==> src/rtl/snow64_icache_line_filler_pkg.sv <==
// snow64_icache_line_filler_pkg: shared types and default geometry for the icache line filler
// Holds the FSM state enum, the fill/bus port structs and the default widths and offsets.
package snow64_icache_line_filler_pkg;

    localparam int DEF_WIDTH_ADDR = 64;
    localparam int DEF_WIDTH_LINE = 256;
    localparam int DEF_WIDTH_BUS = 64;
    localparam int NUM_BEATS = DEF_WIDTH_LINE / DEF_WIDTH_BUS;
    localparam int LINE_OFF_BITS = $clog2(DEF_WIDTH_LINE / 8);
    localparam int BEAT_OFF_BITS = $clog2(DEF_WIDTH_BUS / 8);
    localparam int BEAT_MSB = (NUM_BEATS > 1 ? $clog2(NUM_BEATS) : 1) - 1;

    typedef enum logic {
        ST_IDLE,
        ST_BUS_READ
    } state_t;

    // Field-compatible with the cache's mem-access request/response structs.
    typedef struct packed {
        logic req;
        logic [DEF_WIDTH_ADDR-1:0] addr;
    } fill_in_t;

    typedef struct packed {
        logic valid;
        logic [DEF_WIDTH_LINE-1:0] data;
    } fill_out_t;

    typedef struct packed {
        logic req;
        logic [DEF_WIDTH_ADDR-1:0] addr;
    } bus_out_t;

    typedef struct packed {
        logic ack;
        logic [DEF_WIDTH_BUS-1:0] data;
    } bus_in_t;

endpackage

==> src/rtl/snow64_icache_line_filler.sv <==
// snow64_icache_line_filler: fetches an icache line as back-to-back narrow bus beats
// Ports:
//   clk, rst_n            clock, asynchronous active-low reset
//   fill_req, fill_addr   one-cycle line-miss request, any byte address inside the line
//   fill_valid, fill_data one-cycle pulse with the assembled line (beat k at [k*WIDTH_BUS +: WIDTH_BUS])
//   bus_req, bus_addr     beat read request held until acked, beat-aligned byte address
//   bus_ack, bus_data     beat accepted, read data valid in the same cycle
//   busy                  high while beats are being fetched
module snow64_icache_line_filler
    import snow64_icache_line_filler_pkg::*;
#(
    parameter int WIDTH_ADDR = DEF_WIDTH_ADDR,
    parameter int WIDTH_LINE = DEF_WIDTH_LINE,
    parameter int WIDTH_BUS = DEF_WIDTH_BUS
) (
    input  logic                  clk,
    input  logic                  rst_n,
    input  logic                  fill_req,
    input  logic [WIDTH_ADDR-1:0] fill_addr,
    output logic                  fill_valid,
    output logic [WIDTH_LINE-1:0] fill_data,
    output logic                  bus_req,
    output logic [WIDTH_ADDR-1:0] bus_addr,
    input  logic                  bus_ack,
    input  logic [WIDTH_BUS-1:0]  bus_data,
    output logic                  busy
);

    localparam int NB = WIDTH_LINE / WIDTH_BUS;
    localparam int LO = $clog2(WIDTH_LINE / 8);
    localparam int BO = $clog2(WIDTH_BUS / 8);
    localparam int BW = NB > 1 ? $clog2(NB) : 1;
    localparam logic [WIDTH_ADDR-1:0] LINE_MASK = ~((WIDTH_ADDR'(1) << LO) - WIDTH_ADDR'(1));

    state_t state, state_next;
    logic [WIDTH_ADDR-1:0] base;
    logic [BW-1:0] beat;
    logic [WIDTH_LINE-1:0] line;
    logic valid;
    logic rd, last;

    assign rd = state == ST_BUS_READ;
    assign last = beat == BW'(NB - 1);

    always_ff @(posedge clk or negedge rst_n) begin
        if (!rst_n)
            state <= ST_IDLE;
        else
            state <= state_next;
    end

    always_comb begin
        state_next = state;
        if (state == ST_IDLE)
            state_next = fill_req ? ST_BUS_READ : ST_IDLE;
        else
            state_next = bus_ack && last ? ST_IDLE : ST_BUS_READ;
    end

    // Bus request is exactly the read state, so it drops at once on reset and never gaps between beats.
    always_comb begin
        busy = rd;
        bus_req = rd;
        bus_addr = base + (WIDTH_ADDR'(beat) << BO);
        fill_valid = valid;
        fill_data = line;
    end

    always_ff @(posedge clk or negedge rst_n) begin
        if (!rst_n) begin
            base <= '0;
            beat <= '0;
            line <= '0;
            valid <= 1'b0;
        end else begin
            valid <= rd && bus_ack && last;
            if (state == ST_IDLE && fill_req) begin
                base <= fill_addr & LINE_MASK;
                beat <= '0;
            end else if (rd && bus_ack) begin
                line[beat*WIDTH_BUS +: WIDTH_BUS] <= bus_data;
                beat <= beat + 1'b1;
            end
        end
    end

`ifndef SYNTHESIS
    // A new request while fetching is dropped, not queued; flag it for the cache designer.
    always @(posedge clk) begin
        if (rst_n && rd)
            assert (!fill_req) else $warning("fill request while busy is dropped");
    end
`endif

endmodule

==> config.mk <==
export PLATFORM = sky130hd
export DESIGN_NAME = snow64_icache_line_filler
export DESIGN_NICKNAME = d
export VERILOG_FILES = /design/src/rtl/snow64_icache_line_filler_pkg.sv /design/src/rtl/snow64_icache_line_filler.sv
export SDC_FILE = /design/constraint.sdc
export NUM_CORES = 1
export LEC_CHECK = 0
export ABC_CLOCK_PERIOD_IN_PS = 2700
export CORE_AREA = 4 4 176 178
export DETAILED_ROUTE_END_ITERATION = 12
export DIE_AREA = 0 0 180 182
export MAX_ROUTING_LAYER = met4
export PLACE_DENSITY_LB_ADDON = 0.25
export SYNTH_ARGS = -nofsm -noshare
export SYNTH_HDL_FRONTEND = slang
export SYNTH_SLANG_ARGS = --single-unit
==> constraint.sdc <==
create_clock -name clk -period 2.7 [get_ports clk]
set_clock_uncertainty 0.15 [all_clocks]
set_input_delay 0.27 -clock clk [delete_from_list [all_inputs] [get_ports clk]]
set_output_delay 0.27 -clock clk [all_outputs]
set_load 0.01 [all_outputs]
* After elaboration in Yosys (flattened, before gate mapping)
Index checks and enable logic that the tools add are counted.
Storage, ports and cells: logic and storage cells 25, bits in registers 319, output and inout port bits 323, bits of input ports 132
Cells by class: eq/ne operators 1, reductions and logical operators 6, $add $sub $neg 3, muxes and demuxes 6, bitwise gates (word level) 2, shift operators 2
Operators with widths (count):
- $bwmux W256 | 1
- $shift A64 B34 Y256 const A | 1
- $shiftx A64 B34 Y256 | 1
- $add A64 B5 Y64 | 1
- $neg A8 Y34 | 1
- $logic_and A1 B1 Y1 | 4
- $mux W2 | 2
- $mux W1 | 3
- $add A2 B1 Y2 const B | 1
- $eq A2 B2 Y1 const B | 1
- $not A1 Y1 | 2
- $reduce_and A2 Y1 | 1
- $reduce_bool A2 Y1 | 1

* Longest topological paths before layout
Gate-level depths: netlist (run 1).
depth after elaboration 4, mapped depth 9, gate-level depth less buffers 5

* Worst setup path before layout (run 1)
OpenSTA, ideal clock, no wires.
path type register to register, start reg beat[0], end reg line[10], in the netlist fill_data[10], period minus slack after synthesis 2.075 ns, arrival time 1.848 ns, path buffers 3, stages on the path, launching flop included 9, data required time 2.473 ns, path slack 0.625 ns, setup time 0.077 ns, path through dfrtp_1 -> buf_4 -> inv_1 -> ha_1 -> buf_6 -> nor3b_4 -> buf_6 -> nand2_1 -> o21ai_1
Between the ends: longest elaborated chain between the ends 3, elaborated cells on any way between the ends 4, classes of those cells add/sub (1); shift (2); mux (1)
Ends and longest elaborated chain:
- start, declared | RTL line snow64_icache_line_filler.sv:37 | logic [BW-1:0] beat;
- start signal, assigned | RTL line snow64_icache_line_filler.sv:82 | beat <= beat + 1'b1;
- $neg A8 Y34 (*) | RTL line snow64_icache_line_filler.sv:81 | line[beat*WIDTH_BUS +: WIDTH_BUS] <= bus_data;
- $shiftx A64 B34 Y256 or $shift A64 B34 Y256 (tied branches) | RTL line snow64_icache_line_filler.sv:81
- $bwmux W256 (*) | RTL line snow64_icache_line_filler.sv:81
- end signal, assigned by index | RTL line snow64_icache_line_filler.sv:81
- end, declared | RTL line snow64_icache_line_filler.sv:38 | logic [WIDTH_LINE-1:0] line;
Mark *: on every way between the ends. The rest lies on a longest branch, timed or not. A chain may end at the register's enable or synchronous reset.

* Worst setup path after layout (run 1)
start reg state, in the netlist bus_req, end out busy
RTL lines:
- start, declared | RTL line snow64_icache_line_filler.sv:35 | state_t state, state_next;
- start signal, assigned | RTL line snow64_icache_line_filler.sv:49 | state <= state_next;
- end, declared | RTL line snow64_icache_line_filler.sv:26 | output logic busy
No word-level cell between the ends.

==> results of run 1 <==
[synthesized netlist by cell type (2+ instances only)]
| master | count |
|---|---|
| a22o_1 | 58 |
| a32o_1 | 3 |
| and2_1 | 2 |
| buf_2 | 25 |
| buf_4 | 8 |
| buf_6 | 19 |
| clkbuf_1 | 26 |
| clkbuf_2 | 3 |
| dfrtp_1 | 319 |
| ha_1 | 5 |
| inv_1 | 3 |
| mux2_2 | 59 |
| nand2_1 | 290 |
| nand2b_1 | 37 |
| nand3_1 | 5 |
| nand4_1 | 2 |
| nor2_1 | 5 |
| nor2b_1 | 2 |
| o21ai_0 | 129 |
| o21ai_1 | 60 |
| o31ai_1 | 7 |
[layout make-up]
cell class                      count  area, um^2  area share [%]
Multi-Input combinational cell    680        3860            21.1
Timing Repair Buffer              480        4840            26.4
Inverter                            3        11.3          0.0615
Clock inverter                     12         116           0.636
Clock buffer                       44        1000            5.48
Tap cell                          390         488            2.67
Sequential cell                   319        7980            43.6
[kinds of logic (layout without fill, tap and decap cells)]
family / Yosys count / count (layout) / synth area share [%]
flip-flops: 319 / 319 / 64.9
multiplexers: 60 / 60 / 5.48
buffers and inverters: 84 / 539 / 4.25
adder cells (fa/ha/maj): 5 / 5 / 0.508
other: 1 / 3 / 0.0305
AND/OR/NAND/NOR: 355 / 355 / 12.4
AO/OA/AOI/OAI: 257 / 257 / 12.5
[power breakdown]
| group | internal, mW | switching [mW] |
|---|---|---|
| logic | 5.40 | 4.69 |
| clock network | 2.80 | 1.87 |
| registers | 6.94 | 1.21 |
| total | 15.1 | 7.77 |
[flip-flops by register name, summed over array words and instances (netlist names)]
| register | count |
|---|---|
| fill_data | 256 |
| base | 59 |
| beat | 2 |
| bus_req | 1 |
| fill_valid | 1 |
[layer usage]
| layer | GRT usage [%] | vias up | part of all wire, % |
|---|---|---|---|
| met2 | 40.7 | 387 | 49 |
| met1 | 28.9 | 4715 | 39 |
| met5 | - | - | 0 |
| li1 | - | 4524 | - |
| met4 | 9.75 | 0 | 4.2 |
| met3 | 6.95 | 83 | 7.5 |
[path summary, 6_finish.rpt]
path,end,slack (ps),cells past startpoint
min in group clk,fill_data[14],180,3
hold / removal,fill_data[212],180,2
max in group asynchronous,fill_data[119],1370,3
setup / recovery,busy,330,2
setup reg to reg,fill_data[203],430,6
hold reg to reg,fill_data[115],320,2
[stage by stage]
step / hold WS [ps] / area (um^2) / instances
floorplan: -176 / 12300 / 1083
global route: 180 / 18300 / 1928
CTS: 167 / 18300 / 1928
global placement: 157 / 17200 / 1871
finish: 179 / 18300 / 1928
detailed placement: 156 / 17200 / 1871
==> results.md, run 1 <==
- CP startpoint kind: register
- Top-area cell type share of the netlist area: 64.9%
- Least-Margin Pin Slew: 635 ps
- CTS max path bufs: 3
- Port Buffers: 446
- EDFF count, synth: 0
- Largest net degree at the start of global routing: 80
- Synth Instances: roughly 1100
- Final ANT Viol Nets: 0
- Slowest cell on the critical path: dfrtp_1
- Die H: 182 um
- Final Util: between 60% and 70%
- Starting Density: a little over two fifths
- Final Hold Viols: 0
- GRT Util Overall: 24.7%
- Unique masters post-synth: 35
- Drt pass-1 iters: 5
- Tot Pwr: between 20 and 25 mW
- Status: complete, no violations
- Commonest non-fill, non-tap cell in the layout: clkdlybuf4s50_1
- Most frequent cells in the layout: 445 x clkdlybuf4s50_1, 319 x dfrtp_1, 290 x nand2_1
- Worst setup path startpoint: bus_req
- Max stage delay on crit path: about 610 ps
- Unrepaired setup endpoints after global routing: false
- Post-route worst setup slack: 327 ps
- Via count: 9709
- Number of diodes: 0
- CP Class: reg2out
- Synthesis Warnings: 0
- Primary FF master, synth: dfrtp_1
- Final Cycle Share: 87.9%
- Clk sinks: 319
- Final Slew Violations: 0
- Fin crit period: 2370 ps
- Worst Path Buf+Inv: 2
- Async set-or-reset flop fraction in the synthesized netlist: between 90% and 100%
- CP endpoint kind: output pin
- Gpl congestion: 0.860
- Initial DRC count: 537
- Mean post-synth cell area: 11.4 um^2
- Fmax: 421 MHz
- Post-Route WL: 39900 um
- Initial antenna violation count: 0
- CTS buffer count: 35
- Total of max-cap violations: 0
- Total gr overflow: 0
- Data arrival, critical path: 1950 ps
- DP HPWL: 28400 um
- Critical Path RT: 2280 ps
- RR Startpoint: beat[1]
- Yosys reg bits: 319
- Worst-path cell chain: buf_4 > clkdlybuf4s50_1
- Worst slack at placement: 284 ps
- Clock root cell: clkbuf_16
- Skew-Pair Late Insertion Delay: 500 ps
- Ranking of synthesized cells by area: dfrtp_1 65%, nand2_1 8.8%, mux2_2 5.4%
- Fin Setup TNS: 0 ps
- Core box area: 29400 um^2
- Resized cells post-CTS: 0
- PwrDens: between 1000 and 1500 nW/um^2
- CP max FO: 10
- Worst hold-check path type: in2async
- Slew margin rel.: 57.7%
- Vias per cell: 5.04
- Syn Std Cell Area: about 12000 um^2
- Post-synthesis sequential area ratio: about two thirds
- H-tree depth: 2
- First-pass GRT wire length: 61600 um
- Final setup vio count: 0
- TritonCTS clock tree: done
- Yosys top cell by area: dfrtp_1
- Die Span X: 180 um
- FILL cells: 2370
- DRC Markers: 0
- Layout overhead on the synthesized area: 48.7%
- Cell Rows: 63
- Full die area: around 33000 um^2
- Postcts setup bufs: 0
- Peak supply drop: 734 uV
- P_leak: 7.82 nW
- Avg WL per Cell: 20.7 um
- Layout cells sized above 1: 10.2%
- Clock-pin slew on the worst setup and hold paths: 60 ps
- CP top delay family: buffers and inverters
- Num ports: 455
- CTS Hold Bufs: 1
- Nets: 1656
- Vias in the first global route: 10000
(Power assumes the default switching activity.)
==> run 2: changes to the inputs <==
--- a/config.mk
+++ b/config.mk
@@ -9,6 +9,7 @@
 export CORE_AREA = 4 4 176 178
 export DETAILED_ROUTE_END_ITERATION = 12
 export DIE_AREA = 0 0 180 182
+export GPL_TIMING_DRIVEN = 0
 export MAX_ROUTING_LAYER = met4
 export PLACE_DENSITY_LB_ADDON = 0.25
 export SYNTH_ARGS = -nofsm -noshare
==> run 2 against run 1 <==
Worst hold slack worse by 140 ps. Register-to-register slack lost 260 ps. First-iteration DRC count is 6.5% lower. Clock power is 7.1% higher. Worst setup slack got worse by 160 ps. Maximum frequency down 6.2%. Critical path type is now reg2reg. Largest power group unchanged. Highest routed layer unchanged.
==> results.md, run 2 (synthesized netlist as in run 1, its figures left out) <==
- Worst-path cell chain: buf_4 > inv_1 > ha_1 > buf_6 > and2_1 > nand4_1 > clkbuf_1 > o21ai_0
- Clock-pin slew on the worst setup and hold paths: 60 ps
- Cell Rows: 63
- Die H: 182 um
- PwrDens: roughly 1300 nW/um^2
- Initial antenna violation count: 0
- DRC Markers: 0
- Skew-Pair Late Insertion Delay: 500 ps
- Initial DRC count: 502
- Fmax: 395 MHz
- Core box area: 29400 um^2
- Max stage delay on crit path: approximately 490 ps
- Worst reg2reg endpoint: fill_data[73]
- Full die area: 32800 um^2
- Final Hold Viols: 0
- Die Span X: 180 um
- Via count: 10000
- Starting Density: 41.9%
- CP Class: reg2reg
- Max FFs per register: 256
- Clock power frac: approximately a fifth
- Commonest non-fill, non-tap cell in the layout: clkdlybuf4s50_1
- CP endpoint kind: register
- Switch Pwr: 7.96 mW
- Layout cells sized above 1: 11.4%
- CP Capture Point: fill_data[73]
- Slowest cell on the critical path: clkbuf_1
- Avg WL per Cell: 21.3 um
- Non-filler instance count after layout: 1986
- Worst setup path startpoint: beat[0]
- Largest net degree at the start of global routing: 115
- Worst Reg-to-Reg Cells: 8
- Port Buffers: 445
- Drt pass-1 iters: 4
- Vias per cell: 5.05
- Unrepaired setup endpoints after global routing: false
- Levels on crit path: 8
- CP startpoint kind: register
- GRT Util Overall: 26.0%
- Hold Crit Depth: 4
- Total of max-cap violations: 0
- Final setup vio count: 0
- Worst hold-check path type: in2reg
- Flop pwr share: 34.7%
- TritonCTS clock tree: done
- Reg-to-reg slack, setup: approximately 170 ps
- Status: complete, no violations
- Sw Share: 33.9%
- RR Startpoint: beat[0]
- Slew margin rel.: 47.6%
- Final Cycle Share: 93.7%
- Hold_sp: bus_ack
- Final Util: 63.2%
- Fin crit period: about 2500 ps
- Reg area: 7980 um^2
- Clk sinks: ~320
- H-tree depth: 2
- Hold slack: 38.2 ps
- P_leak: between 7 and 8 nW
- Critical Path RT: 2900 ps
- CTS max path bufs: 3
- First-pass GRT wire length: between 60000 and 70000 um
- Layout overhead on the synthesized area: 50.9%
- FILL cells: about 2400
- Worst Path Buf+Inv: 4
- Placed Cells: 1920
- CP top delay family: buffers and inverters
- Nets: 1707
- Number of diodes: 0
- Num ports: 455
- Gpl congestion: 0.878
- Total gr overflow: 0
- Clock root cell: clkbuf_16
- Most frequent cells in the layout: 444 x clkdlybuf4s50_1, 319 x dfrtp_1, 290 x nand2_1
- Least-Margin Pin Slew: 786 ps
- Final Slew Violations: 0
- CTS buffer count: 35
- P_int: 15.5 mW
- Data arrival, critical path: 2730 ps
- Final ANT Viol Nets: 0
- Post-Route WL: around 42000 um
- DP HPWL: 31700 um
- Vias in the first global route: about 10000
- CP max FO: 10
- Peak supply drop: between 600 and 700 uV
- Area of the multi-input gates: 3820 um^2
- Combinational share of power: 44.0%
## run 2: cell types whose count changed in the layout (fill, tap and decap cells not counted), moves of 7 or more
cell      before  now
clkbuf_1       2   33
buf_2          0   25
buf_6          0   19
buf_4         24   10
buf_12         9    0
clkinv_2       8    1
## run 2: power groups by stage
stage          combinational, mW  clock (mW)  sequential [mW]
6_report                    10.3        5.00             8.16
3_5_place_dp                10.4           0             8.20
4_1_cts                     10.5        5.09             8.16
3_3_place_gp                10.3           0             8.15
2_1_floorplan               3.13           0             9.13
5_1_grt                     11.1        5.30             8.43
## run 2: repair_timing
item / in CTS / in global routing
hold buffers: 1 / 0
resized for setup: 0 / 3
buffers inserted: 0 / 2
hold endpoints to repair: 98 / 0
endpoints found under the setup margin: 0 / 7
## run 2: stage by stage
step / instance area, um^2 / total power, mW / setup slack [ps] / setup TNS [ps]
after floorplan: 12300 / 12.3 / 625 / 0
after global placement: 17300 / 18.4 / -12690 / -4035240
after detailed placement: 17300 / 18.6 / 70.5 / 0
after CTS: 18600 / 23.7 / 40.8 / 0
after global routing: 18600 / 24.8 / 5.60 / 0
final: 18600 / 23.5 / 170 / 0
## run 2: final cells by class
class | instances | area share [%]
plain buffers | 81 | 2.76
clock buffers | 56 | 5.96
clock inverters | 7 | 0.640
inverters | 3 | 0.0606
multi-input cells | 680 | 20.5
flip-flops and latches | 319 | 43.0
well taps | 390 | 2.63
repair buffers | 450 | 24.4
## run 2: worst register-to-register path: stages (launching register included)
cell	delay, ps
dfrtp_1	420
buf_4	210
inv_1	110
ha_1	330
buf_6	150
and2_1	130
nand4_1	230
clkbuf_1	490
o21ai_0	170
## run 2: routing by layer
metal / vias to the layer above / wire length, um / GRT usage [%]
met2: 377 / 21400 / 44.2
met3: 72 / 2970 / 6.63
met4: 0 / 1390 / 7.68
met5: - / 0 / -
li1: 4619 / - / -
met1: 4961 / 16400 / 30.7
## run 2: worst min path at each step
| stage | end | slack, ps |
|---|---|---|
| CTS | beat[0] | 10 |
| floorplan | base[10] | -180 |
| finish | beat[0] | 40 |
| global placement | fill_data[107] | 310 |
| global route | beat[0] | 50 |
| detailed placement | fill_data[84] | 220 |
